==> src/rtl/alu_pkg.sv <==
// Shared types for the turtle-cpu ALU: function-select encoding.
package alu_pkg;

    typedef enum logic [2:0] {
        ALU_ADD = 3'b000,
        ALU_SUB = 3'b001,
        ALU_AND = 3'b010,
        ALU_OR  = 3'b011,
        ALU_XOR = 3'b100,
        ALU_NOT = 3'b101,
        ALU_SHL = 3'b110,
        ALU_SHR = 3'b111
    } alu_func_e;

endpackage

==> src/rtl/alu_addsub.sv <==
// Combinational W-bit adder/subtractor producing sum, carry-out and signed overflow.
// Subtraction is a + ~b + 1, so carry=1 means "no borrow".
module alu_addsub
    import alu_pkg::*;
#(
    parameter int DATA_WIDTH = 8
) (
    input  logic [DATA_WIDTH-1:0] i_a,
    input  logic [DATA_WIDTH-1:0] i_b,
    input  logic                  i_sub,
    output logic [DATA_WIDTH-1:0] o_sum,
    output logic                  o_carry,
    output logic                  o_overflow
);

    logic [DATA_WIDTH-1:0] w_b;
    logic [DATA_WIDTH:0]   w_full;

    assign w_b    = i_sub ? ~i_b : i_b;
    assign w_full = {1'b0, i_a} + {1'b0, w_b} + {{DATA_WIDTH{1'b0}}, i_sub};

    assign o_sum   = w_full[DATA_WIDTH-1:0];
    assign o_carry = w_full[DATA_WIDTH];
    // Overflow on the effective operands covers both ADD and SUB with one rule.
    assign o_overflow = (i_a[DATA_WIDTH-1] == w_b[DATA_WIDTH-1]) &&
                        (o_sum[DATA_WIDTH-1] != i_a[DATA_WIDTH-1]);

endmodule

==> src/rtl/alu_core.sv <==
// Registered integer ALU (latency 1) with carry and signed-overflow flags.
// Define ALU_ZERO_FLAG_EN to add the registered zero_flag output.
module alu_core
    import alu_pkg::*;
#(
    parameter int DATA_WIDTH = 8
) (
    input  logic                  clk,
    input  logic                  rst,
    input  logic [DATA_WIDTH-1:0] op_a,
    input  logic [DATA_WIDTH-1:0] op_b,
    input  logic [2:0]            func,
    output logic [DATA_WIDTH-1:0] out,
    output logic                  signed_overflow,
    output logic                  carry_flag
`ifdef ALU_ZERO_FLAG_EN
    ,
    output logic                  zero_flag
`endif
);

    localparam int SHW = $clog2(DATA_WIDTH);

    alu_func_e             w_func;
    logic                  w_sub;
    logic [DATA_WIDTH-1:0] w_sum;
    logic                  w_as_carry;
    logic                  w_as_ovf;
    logic [SHW-1:0]        w_shamt;
    logic [DATA_WIDTH:0]   w_shl;
    logic [DATA_WIDTH:0]   w_shr;
    logic [DATA_WIDTH-1:0] w_res;
    logic                  w_c;
    logic                  w_v;

    logic [DATA_WIDTH-1:0] r_out;
    logic                  r_ovf;
    logic                  r_carry;

    assign w_func = alu_func_e'(func);
    assign w_sub  = (w_func == ALU_SUB);

    alu_addsub #(
        .DATA_WIDTH (DATA_WIDTH)
    ) u_addsub (
        .i_a        (op_a),
        .i_b        (op_b),
        .i_sub      (w_sub),
        .o_sum      (w_sum),
        .o_carry    (w_as_carry),
        .o_overflow (w_as_ovf)
    );

    // One extra bit on each shifter catches the last bit shifted out (0 when n=0).
    assign w_shamt = op_b[SHW-1:0];
    assign w_shl   = {1'b0, op_a} << w_shamt;
    assign w_shr   = {op_a, 1'b0} >> w_shamt;

    always_comb begin
        w_res = '0;
        w_c   = 1'b0;
        w_v   = 1'b0;
        case (w_func)
            ALU_ADD, ALU_SUB: begin
                w_res = w_sum;
                w_c   = w_as_carry;
                w_v   = w_as_ovf;
            end
            ALU_AND: w_res = op_a & op_b;
            ALU_OR:  w_res = op_a | op_b;
            ALU_XOR: w_res = op_a ^ op_b;
            ALU_NOT: w_res = ~op_a;
            ALU_SHL: begin
                w_res = w_shl[DATA_WIDTH-1:0];
                w_c   = w_shl[DATA_WIDTH];
            end
            ALU_SHR: begin
                w_res = w_shr[DATA_WIDTH:1];
                w_c   = w_shr[0];
            end
            default: ;
        endcase
    end

    always_ff @(posedge clk) begin
        if (rst) begin
            r_out   <= '0;
            r_ovf   <= 1'b0;
            r_carry <= 1'b0;
        end else begin
            r_out   <= w_res;
            r_ovf   <= w_v;
            r_carry <= w_c;
        end
    end

    assign out             = r_out;
    assign signed_overflow = r_ovf;
    assign carry_flag      = r_carry;

`ifdef ALU_ZERO_FLAG_EN
    logic r_zero;

    always_ff @(posedge clk) begin
        if (rst) begin
            r_zero <= 1'b0;
        end else begin
            r_zero <= (w_res == '0);
        end
    end

    assign zero_flag = r_zero;
`endif

endmodule

==> config.mk <==
export PLATFORM = sky130hd
export DESIGN_NAME = alu_core
export DESIGN_NICKNAME = d
export VERILOG_FILES = /design/src/rtl/alu_pkg.sv /design/src/rtl/alu_addsub.sv /design/src/rtl/alu_core.sv
export SDC_FILE = /design/constraint.sdc
export NUM_CORES = 1
export LEC_CHECK = 0
export ABC_AREA = 1
export BUFFER_PORTS_ARGS = -buffer_cell sky130_fd_sc_hd__buf_2
export CORE_MARGIN = 2
export CORE_UTILIZATION = 57
export DETAILED_ROUTE_END_ITERATION = 7
export PLACE_DENSITY = 0.81
export REMOVE_ABC_BUFFERS = 1
export SLEW_MARGIN = 20
export SYNTH_ARGS = -nofsm -noshare
export SYNTH_HDL_FRONTEND = slang
export SYNTH_SLANG_ARGS = --single-unit
==> constraint.sdc <==
create_clock -name clk -period 2.5 [get_ports clk]
set_input_delay 0.25 -clock clk [delete_from_list [all_inputs] [get_ports clk]]
set_output_delay 0.25 -clock clk [all_outputs]
set_load 0.01 [all_outputs]
-- Word-level counts from Yosys, hierarchy flattened
Cells that the tools add are included.
- logic and storage cells: 29
- output and inout bits: 10
- bits of input ports: 21
- register bits: 10
- bitwise gates (word level): 6
- mux-type cells: 3
- equality and inequality tests: 9
- reductions and logical operators: 4
- shifts and indexed selects: 2
- add/subtract/negate cells: 2
- operator list (cell ; number):
    $pmux 8 s7 ; 1
    $not 8->8 ; 2
    $eq 3x3->1 const B ; 4
    $add 8x8->9 ; 1
    $add 9x1->9 ; 1
    $shl 8x3->9 ; 1
    $shr 9x3->9 ; 1
    $and 8x8->8 ; 1
    $mux 8 ; 1
    $or 8x8->8 ; 1
    $xor 8x8->8 ; 1
    $eq 3x2->1 const B ; 2
    $reduce_or 2->1 ; 2
    $eq 3x1->1 const B ; 1
    $logic_not 3->1 ; 1
    $pmux 1 s3 ; 1
    $eq 1x1->1 ; 1
    $logic_and 1x1->1 ; 1
    $ne 1x1->1 ; 1
    $not 1->1 ; 1

-- Depth between registers and ports, before layout
Gate-level depths: netlist of run 1.
- word-level depth: 6
- depth in mapped cells: 15
- gate-level depth less buffers: 15

-- Cells and area by module
Synthesis of run 1 repeated with hierarchy kept, for this count alone.
- cells, all modules: 345
- area, all modules: 2014.4 um^2
- by module, submodules not included (module ; cells an instance ; area each (um^2) ; sequential area each (um^2) ; times used):
    alu_core ; 270 ; 1508.9 ; 200.2 ; 1
    alu_addsub ; 75 ; 505.5 ; 0.0 ; 1

-- Least setup slack after synthesis of run 1
Ideal clock, no wire load.
- path kind: input port to flip-flop
- from: in op_b[1]
- to: reg r_out[6] (netlist: out[6])
- buffers on the path: 2
- data arrival time: 1.833 ns
- data required time: 2.388 ns
- cell stages on the path: 12
- path slack: 0.555 ns
- library setup time: 0.112 ns
- cell sequence: buf_2 inv_2 buf_2 xor2_1 fa_1 nand3_1 nand2_1 a21oi_1 or2_1 nand3_1 nand2_1 nor2_1
- longest elaborated chain between the ends: 5
- elaborated cells on any way between the ends: 7
- classes of those cells: add/sub: 2; shift: 2; mux: 2; bitwise: 1
- RTL lines (element ; RTL line ; RTL):
    start, declared ; alu_core.sv:11 ; input logic [DATA_WIDTH-1:0] op_b,
    $not 8->8 ; alu_addsub.sv:19 ; assign w_b = i_sub ? ~i_b : i_b;
    $mux 8 ; alu_addsub.sv:19 ;
    $add 8x8->9 ; alu_addsub.sv:20 ; assign w_full = {1'b0, i_a} + {1'b0, w_b} + {{DATA_WIDTH{1'b0}}, i_sub};
    $add 9x1->9 ; alu_addsub.sv:20 ;
    $pmux 8 s7 * ; alu_core.sv:63 ; case (w_func)
    end signal, assigned ; alu_core.sv:91 ; r_out <= w_res;
    end, declared ; alu_core.sv:36 ; logic [DATA_WIDTH-1:0] r_out;
Every way passes the cells marked *; elsewhere a longest branch is shown, timed or not.
A chain may end at the register's enable or synchronous reset.

-- Final worst setup path of run 1
- from: in func[0]
- to: reg r_out[6] (netlist: out[6])
- longest elaborated chain between the ends: 5
- elaborated cells on any way between the ends: 13
- classes of those cells: add/sub: 2; eq/ne: 7; mux: 2; reduce/logical: 2
- RTL lines (element ; RTL line ; RTL):
    start, declared ; alu_core.sv:12 ; input logic [2:0] func,
    $eq 3x1->1 ; alu_core.sv:41, alu_core.sv:63 ;
    $mux 8 ; alu_addsub.sv:19 ;
    $add 8x8->9 ; alu_addsub.sv:20 ;
    $add 9x1->9 ; alu_addsub.sv:20 ;
    $pmux 8 s7 * ; alu_core.sv:63 ;
Marks and branches as above.

==> results of run 1 <==
cell type report:
class                           instances  area share [%]
Inverter                               49            8.93
Clock buffer                            4            1.76
Multi-Input combinational cell        249            69.3
Sequential cell                        10            9.72
Tap cell                               44            2.67
Timing Repair Buffer                   31            7.65
cells by family (layout without fill, tap and decap cells):
logic type      after synthesis  in the layout
simple gates                167            167
buf+inv                      54             84
compound gates               45             45
fa+ha+maj                    27             27
xor+xnor                     10             10
flops                        10             10
report_power, final:
part / switching [mW] / internal [mW]
registers: 0.00252 / 0.173
logic: 0.218 / 0.121
clock network: 0.0564 / 0.0884
final timing paths:
kind | to | slack (ns)
max | out[6]$_SDFF_PP0_ | 0.50
min | out[4]$_SDFF_PP0_ | 0.19
routing by layer:
metal | track usage, % | wire (um) | vias to the layer above
li1 | - | - | 1070
met1 | 41.9 | 2190 | 924
met2 | 49.0 | 2280 | 113
met3 | 4.05 | 496 | 4
met4 | 3.11 | 27 | 0
met5 | 0 | 0 | -
Yosys cell counts, types with 2 or more instances:
cell,n
a21oi_1,20
a31oi_1,2
and2_1,2
buf_2,3
dfxtp_1,10
ha_1,26
inv_1,39
inv_2,10
nand2_1,92
nand3_1,30
nand3_2,3
nand4_1,3
nor2_1,21
nor2_2,3
nor2_4,2
nor3_1,5
o211ai_1,3
o21a_1,2
o21ai_0,9
o21ai_1,6
o221ai_1,2
or2_1,2
xor2_1,10
critical path, stage by stage:
cell and delay, ns:
buf_2 0.12, inv_2 0.06, nor2_2 0.12, nand2_1 0.24
xor2_1 0.25, fa_1 0.46, nand3_1 0.10, nand2_1 0.10
a21oi_1 0.18, or2_1 0.12, nand3_1 0.06, nand2_1 0.06
nor2_1 0.04
sequential cells by signal, indices dropped and copies added, names as in the netlist:
name / cells
signed_overflow: 1
carry_flag: 1
out: 8
==> impl_metrics.py, run 1 <==
metrics = {
    "outcome": {
        "status": "complete, no violations",
    },
    "pwr": {
        "power_density_nw_per_um2": 320,
        "p_leak_nw": 1.16,
        "power_mw": 0.660,
        "vdd_drop_max_v": 0.000302,
    },
    "job": {
        "drv_cap": 0,
    },
    "yosys": {
        "yosysTopAreaCell": "nand2_1",
        "synthesis.area_um2": 1840,
        "yosysSeqAreaShare_pct": 10.9,
        "synthTopCellsByArea": "nand2_1 19%, ha_1 18%, dfxtp_1 11%",
        "synth_compound_gate_area_share_pct": 13.6,
        "async_reset_ff_share_pct": 0,
        "syn_avg_cell_area_um2": 5.87,
        "synth-edff-count": 0,
        "synth_xor_xnor_area_share_pct": 4.77,
        "synth_top_area_share_pct": 18.8,
        "ys_seq_elements": 10,
        "ys_types": 31,
        "synth_warnings": 0,
        "synthMuxAreaShare_pct": 0,
        "synth_top_family_by_area": "simple AND/OR/NAND/NOR gates",
        "synth_flop_cell": "dfxtp_1",
        "syn-instance-count": 313,
        "synthAdderAreaFrac_pct": 18.8,
        "synthSimpleGateAreaFrac_pct": 40.5,
    },
    "sta": {
        "setup_viol": 0,
        "slew_viol_final": 0,
        "max_freq_mhz": 499,
        "hold_slack_ns": 0.194,
        "hold_viol_final": 0,
        "tns_ns": 0,
        "rsz0062_at_grt": "false",
        "period_share_pct": 80.2,
        "layout_setup_ws_ns": 0.495,
        "period_needed_ns": 2.00,
        "tightest_slew_ns": 0.409,
        "relSlewSlack_pct": 72.7,
    },
    "grt": {
        "grt_max_degree": 21,
        "first_global_vias": 1741,
        "grt_antenna_before_repair": 0,
        "grt_remaining_overflow": 0,
        "track_usage_pct": 29.5,
        "grt_pass1_wl_um": 8150,
    },
    "finish": {
        "antennaDiodeCount": 0,
        "syn2layout_area_growth_pct": 12.1,
        "final_cell_area_um2": 2060,
        "layout_commonest_cell": "nand2_1",
        "multi_input_area_um2": 1430,
        "final-instance-count-excl-fill": 387,
        "layout_common_cells": "92 x nand2_1, 39 x inv_1, 30 x nand3_1, 30 x buf_2, 26 x ha_1",
        "seq_area_um2": 200,
        "fin_util_pct": 67.5,
        "drive_above_1_share_pct": 16.0,
        "nFillCells": 316,
        "nets": 392,
    },
    "placed_design": {
        "dp_cells": 383,
        "io_buffers": 30,
        "globalplace.congestion": 0.918,
        "placed_area_um2": 2020,
        "dp_hpwl_um": 4010,
        "dp_slack_ns": 0.242,
    },
    "clock_tree": {
        "cts_sinks": 10,
        "clk_pin_slew_ns": 0.06,
        "cts_resized": 0,
        "cts_tree": "done",
        "cts-root-buf": "clkbuf_4",
        "hold_buffers": 0,
        "cts_inserted_buffers": 3,
        "max-clock-path-buffers": 2,
        "htree_levels": 1,
        "cts_setup_buffers": 0,
    },
    "worst_setup_path": {
        "cp-startpoint": "func[0]",
        "critPathKind": "input port to register",
        "worstPathArrival_ns": 2.16,
        "setup.worst_path.end_class": "register",
        "cp_data_required_time_ns": 2.66,
        "startpoint_type": "input port",
        "cp_max_fo": 7,
    },
    "route": {
        "dr.first_iter.drc_count": 139,
        "viasPerCell": 5.45,
        "wirelength_um": 5000,
        "drtAntennaViolNets": 0,
        "wl_per_cell_um": 12.9,
        "vias": 2111,
        "drc": 0,
        "drt-pass1-iter-count": 5,
    },
    "die": {
        "die_area_um2": 3690,
        "num_rows": 20,
        "die_y_um": 60.8,
        "die_w_um": 60.8,
        "core_um2": 3050,
        "io_pins": 31,
        "start_util_pct": 60.2,
    },
    "worst_hold_path": {
        "hold_start": "rst",
        "min_path_type": "input port to register",
        "hold_depth": 2,
    },
}
(Power assumes the default switching activity.)
==> run 2: changes to the inputs <==
- ABC_AREA: 1 -> 0
- CORE_UTILIZATION: 57 -> 52
- PLACE_DENSITY: 0.81 -> 0.78
- clock period: 2.5 -> 1.7 ns (I/O delays scaled with it)
==> impl_metrics.py, run 2 <==
metrics = {
    "grt": {
        "first_global_vias": 2175,
        "grt_antenna_before_repair": 0,
        "grt_pass1_wl_um": 9980,
        "grt_max_degree": 22,
        "track_usage_pct": 31.5,
        "grt_remaining_overflow": 0,
    },
    "placed_design": {
        "globalplace.congestion": 1.07,
        "dp_hpwl_um": 4560,
        "placed_area_um2": 2450,
        "io_buffers": 30,
    },
    "sta": {
        "period_needed_ns": 1.89,
        "relSlewSlack_pct": 69.2,
        "setup_viol": 8,
        "layout_setup_ws_ns": -0.187,
        "slew_viol_final": 0,
        "tightest_slew_ns": 0.450,
        "period_share_pct": 111,
        "max_freq_mhz": 530,
        "hold_viol_final": 0,
        "rsz0062_at_grt": "true",
    },
    "route": {
        "drc": 0,
        "viasPerCell": 6.31,
        "wl_per_cell_um": 18.8,
        "drt-pass1-iter-count": 6,
        "wirelength_um": 6710,
        "drtAntennaViolNets": 0,
        "dr.first_iter.drc_count": 207,
        "vias": 2252,
    },
    "pwr": {
        "vdd_drop_max_v": 0.000186,
        "p_leak_nw": 1.30,
        "power_density_nw_per_um2": 465,
        "power_mw": 1.27,
    },
    "clock_tree": {
        "cts_tree": "done",
        "hold_buffers": 0,
        "cts-root-buf": "clkbuf_4",
        "max-clock-path-buffers": 2,
        "htree_levels": 1,
        "clk_pin_slew_ns": 0.06,
        "cts_sinks": 10,
        "cts_inserted_buffers": 3,
    },
    "yosys": {
        "synth_common_cells": "26 x ha_1, 21 x inv_1, 16 x o21ai_0",
        "ys_types": 45,
        "synth.most_common_cell": "ha_1",
        "syn-instance-count": 222,
        "synth-edff-count": 0,
        "synthesis.area_um2": 1830,
        "yosysSeqAreaShare_pct": 11.0,
        "synth_top_area_share_pct": 17.8,
        "synth_flop_cell": "dfxtp_1",
        "synthTopCellsByArea": "ha_1 18%, dfxtp_1 11%, mux4_2 7.4%",
        "syn_avg_cell_area_um2": 8.23,
        "synth_warnings": 0,
        "yosysTopAreaCell": "ha_1",
        "ys_seq_elements": 10,
        "async_reset_ff_share_pct": 0,
    },
    "die": {
        "die_w_um": 63.3,
        "io_pins": 31,
        "die_area_um2": 4010,
        "num_rows": 21,
        "start_util_pct": 54.4,
        "die_y_um": 63.3,
        "core_um2": 3360,
    },
    "worst_setup_path": {
        "critPathKind": "input port to register",
        "path_buf_inv": 2,
        "crit_chain": "buf_8 > nor3_4 > buf_6 > xnor2_1 > ha_1 > o21a_1 > a21oi_2 > a21oi_1 > o21ai_1 > a311oi_1",
        "cp_top_family": "compound AO/OA/AOI/OAI gates",
        "startpoint_type": "input port",
        "worstPathArrival_ns": 2.05,
        "setup.worst_path.end_class": "register",
        "crit_slowest_cell": "ha_1",
        "cp_max_fo": 5,
        "slowest_delay_ns": 0.30,
        "cp_data_required_time_ns": 1.87,
    },
    "finish": {
        "drive_above_1_share_pct": 45.0,
        "antennaDiodeCount": 0,
        "syn2layout_area_growth_pct": 49.5,
        "largest_register_ffs": 8,
        "layout_common_cells": "61 x buf_4, 27 x buf_2, 24 x ha_1",
        "nets": 361,
        "final_cell_area_um2": 2730,
        "layout_commonest_cell": "buf_4",
    },
    "worst_hold_path": {
        "hold_depth": 2,
        "min_path_type": "input port to register",
        "hold_end": "out[5]$_SDFF_PP0_",
        "hold_start": "rst",
    },
    "outcome": {
        "violations": "negative setup slack",
        "status": "finished with violations",
    },
    "job": {
        "drv_cap": 0,
    },
}
==> run 2: cell types whose count changed in the layout (fill, tap and decap cells not counted), moves of 12 or more <==
| cell | delta |
|---|---|
| nand2_1 | -80 |
| nand3_1 | -29 |
| buf_4 | +60 |
| inv_1 | -18 |
| a21oi_1 | -12 |
| nor2_1 | -13 |
==> run 2: metrics by stage <==
step	TNS, ns	setup WS, ns	util [%]	hold slack, ns	std cells
2_1_floorplan	-6.24	-0.885	-	0.236	210
3_3_place_gp	-3.34	-0.494	72.8	0.495	347
3_5_place_dp	-3.89	-0.547	72.8	0.498	347
4_1_cts	-0.656	-0.126	78.1	0.227	356
5_1_grt	-1.37	-0.270	81.3	0.266	357
6_report	-0.927	-0.187	81.3	0.252	357
==> run 2: how the worst max path moves through the flow <==
stage,start,end,slack (ns),cells past startpoint
6_report,func[2],carry_flag$_SDFF_PP0_,-0.19,10
5_1_grt,func[2],out[6]$_SDFF_PP0_,-0.27,10
4_1_cts,func[0],out[6]$_SDFF_PP0_,-0.13,11
3_5_place_dp,func[0],carry_flag$_SDFF_PP0_,-0.55,11
3_3_place_gp,func[0],out[3]$_SDFF_PP0_,-0.49,10
2_1_floorplan,func[0],out[6]$_SDFF_PP0_,-0.89,9
==> run 2: kinds of logic after synthesis <==
logic type / Yosys count / share of synthesized area, %
AOI/OAI and AO/OA: 77 / 30.1
and+or+nand+nor: 45 / 13.1
buffers and inverters: 34 / 7.67
adders and majority gates: 27 / 18.9
muxes: 17 / 13.5
xor gates and xnor gates: 12 / 5.75
DFF: 10 / 11.0
==> run 2: timing repair <==
item | CTS | global route
buffers inserted | 6 | 2
pin swaps | 22 | 15
setup endpoints to repair | 7 | 9
resized for setup | 31 | 21
==> run 2: per-layer routing <==
| metal | routed length (um) | global-route usage, % |
|---|---|---|
| met5 | 0 | 0 |
| met4 | 281 | 11.7 |
| met3 | 571 | 3.93 |
| met2 | 3220 | 57.6 |
| met1 | 2640 | 37.3 |
==> run 2: final cells by class <==
cell class | count | area, um2
Clock buffer | 3 | 22.5
Fill cell | 225 | 631
Inverter | 22 | 87.6
Multi-Input combinational cell | 178 | 1640
Sequential cell | 10 | 200
Tap cell | 46 | 57.6
Timing Repair Buffer | 98 | 726
==> run 2: power by group <==
part | internal (mW) | switching (mW)
Clock | 0.0819 | 0.0813
Combinational | 0.413 | 0.435
Sequential | 0.255 | 0.00370
Total | 0.750 | 0.520
==> run 3: changes to the inputs <==
- GPL_ROUTABILITY_DRIVEN: not set -> 1
- PLACE_DENSITY: 0.78 -> 0.86
- SLEW_MARGIN: 20 -> not set
==> impl_metrics.py, run 3 (synthesis gave the netlist of run 2 again) <==
metrics = {
    "pwr": {
        "p_sw_share_pct": 39.9,
        "clockPowerShare_pct": 15.5,
        "vdd_drop_max_v": 0.000205,
        "p_leak_nw": 1.35,
        "seq_power_share_pct": 18.3,
        "switchingPower_mw": 0.562,
        "power_mw": 1.41,
        "power_density_nw_per_um2": 492,
        "p_comb_share_pct": 66.2,
        "p_int_mw": 0.846,
    },
    "worst_setup_path": {
        "critPathKind": "input port to register",
        "cp_common_cell": "buf_6",
        "startpoint_type": "input port",
        "slowest_delay_ns": 0.26,
        "cp_data_required_time_ns": 1.85,
        "crit_chain": "buf_8 > clkinv_4 > nor3_4 > buf_6 > buf_12 > xnor2_2 > ha_4 > a21oi_2 > o21ai_4 > a31oi_4 > buf_6 > xor2_1 > a21oi_1",
        "cp_max_fo": 4,
        "crit_slowest_cell": "ha_4",
        "worstPathArrival_ns": 2.08,
        "setup.worst_path.end_class": "register",
    },
    "grt": {
        "grt_remaining_overflow": 0,
        "grt_antenna_before_repair": 0,
        "first_global_vias": 2197,
        "grt_pass1_wl_um": 10500,
        "grt_max_degree": 22,
        "track_usage_pct": 33.7,
    },
    "placed_design": {
        "dp_hpwl_um": 4710,
        "dp_slack_ns": -0.686,
        "globalplace.congestion": 0.990,
        "io_buffers": 30,
    },
    "sta": {
        "tns_ns": -1.31,
        "slew_viol_final": 0,
        "relSlewSlack_pct": 68.7,
        "layout_setup_ws_ns": -0.223,
        "hold_viol_final": 0,
        "tightest_slew_ns": 0.458,
        "period_needed_ns": 1.92,
        "setup_viol": 8,
        "period_share_pct": 113,
        "rsz0062_at_grt": "true",
        "max_freq_mhz": 520,
    },
    "clock_tree": {
        "clk_pin_slew_ns": 0.06,
        "hold_buffers": 0,
        "cts_inserted_buffers": 3,
        "cts_tree": "done",
        "max-clock-path-buffers": 2,
        "cts-root-buf": "clkbuf_4",
        "cts_sinks": 10,
        "htree_levels": 1,
    },
    "route": {
        "dr.first_iter.drc_count": 281,
        "drtAntennaViolNets": 0,
        "viasPerCell": 6.33,
        "vias": 2299,
        "drc": 0,
        "drt-pass1-iter-count": 6,
        "wl_per_cell_um": 19.8,
        "wirelength_um": 7190,
    },
    "finish": {
        "antennaDiodeCount": 0,
        "nets": 366,
        "largest_register_ffs": 8,
        "layout_common_cells": "61 x buf_4, 27 x buf_2, 22 x ha_1",
        "fin_util_pct": 85.2,
        "layout_commonest_cell": "buf_4",
        "nFillCells": 194,
        "drive_above_1_share_pct": 47.6,
        "syn2layout_area_growth_pct": 56.7,
    },
    "die": {
        "die_area_um2": 4010,
        "num_rows": 21,
        "io_pins": 31,
        "die_w_um": 63.3,
        "die_y_um": 63.3,
        "core_um2": 3360,
        "start_util_pct": 54.4,
    },
    "worst_hold_path": {
        "hold_end": "out[5]$_SDFF_PP0_",
        "hold_start": "rst",
        "hold_depth": 2,
        "min_path_type": "input port to register",
    },
    "job": {
        "drv_cap": 0,
    },
    "outcome": {
        "status": "finished with violations",
        "violations": "negative setup slack",
    },
}
## run 3: cell count changes in the layout (fill, tap and decap cells not counted), moves of 2 or more
cell	change
o21ai_2	-2
nand2_4	-2
nand2_2	+3
ha_4	+3
ha_1	-2
xnor2_2	+2
o21ai_1	+2
xnor2_1	-2
buf_6	+6
buf_8	-2
## run 3: routing by layer
| metal | part of all wire (%) | vias up | GRT usage (%) |
|---|---|---|---|
| met5 | 0 | - | 0 |
| met4 | 6.0 | 0 | 17.9 |
| met1 | 37 | 1040 | 40.6 |
| met3 | 10 | 50 | 3.93 |
| li1 | - | 1030 | - |
| met2 | 47 | 179 | 58.6 |
## run 3: worst max-delay path: cells and delay by family
| family | cells | cell delay (ns) |
|---|---|---|
| xor gates and xnor gates | 2 | 0.31 |
| and+or+nand+nor | 1 | 0.20 |
| AOI/OAI and AO/OA | 4 | 0.59 |
| adders and majority gates | 1 | 0.26 |
| buffers and inverters | 5 | 0.54 |
## run 3: final cells by class
type	instances	area [um2]	area share (%)
Multi-Input combinational cell	178	1700	59.3
Tap cell	46	57.6	2.01
Sequential cell	10	200	6.99
Inverter	22	87.6	3.06
Clock buffer	4	36.3	1.27
Timing Repair Buffer	103	783	27.3
## run 3: timing repair
action / 4_1_cts / 5_1_grt
buffers inserted: 8 / 5
resized for setup: 34 / 27
setup endpoints to repair: 7 / 8
pin swaps: 25 / 25
## run 3: worst max path at each step
| stage | from | endpoint |
|---|---|---|
| floorplan | func[0] | out[6]$_SDFF_PP0_ |
| global placement | func[0] | out[3]$_SDFF_PP0_ |
| detailed placement | func[0] | signed_overflow$_SDFF_PP0_ |
| CTS | func[0] | signed_overflow$_SDFF_PP0_ |
| global route | func[0] | out[6]$_SDFF_PP0_ |
| finish | func[0] | out[7]$_SDFF_PP0_ |
## run 3: power groups by stage
| stage | Sequential, mW | Clock [mW] | Combinational [mW] |
|---|---|---|---|
| global route | 0.260 | 0.218 | 0.983 |
| finish | 0.258 | 0.218 | 0.932 |
| CTS | 0.259 | 0.214 | 0.781 |
| global placement | 0.263 | 0 | 0.670 |
| detailed placement | 0.264 | 0 | 0.695 |
| floorplan | 0.277 | 0 | 0.353 |
## run 3: per-stage QoR
stage	instance area, um2	hold WS [ns]	cells
2_1_floorplan	1770	0.236	210
5_1_grt	2870	0.272	363
3_5_place_dp	2470	0.495	348
4_1_cts	2690	0.228	359
6_report	2870	0.263	363
3_3_place_gp	2470	0.496	348
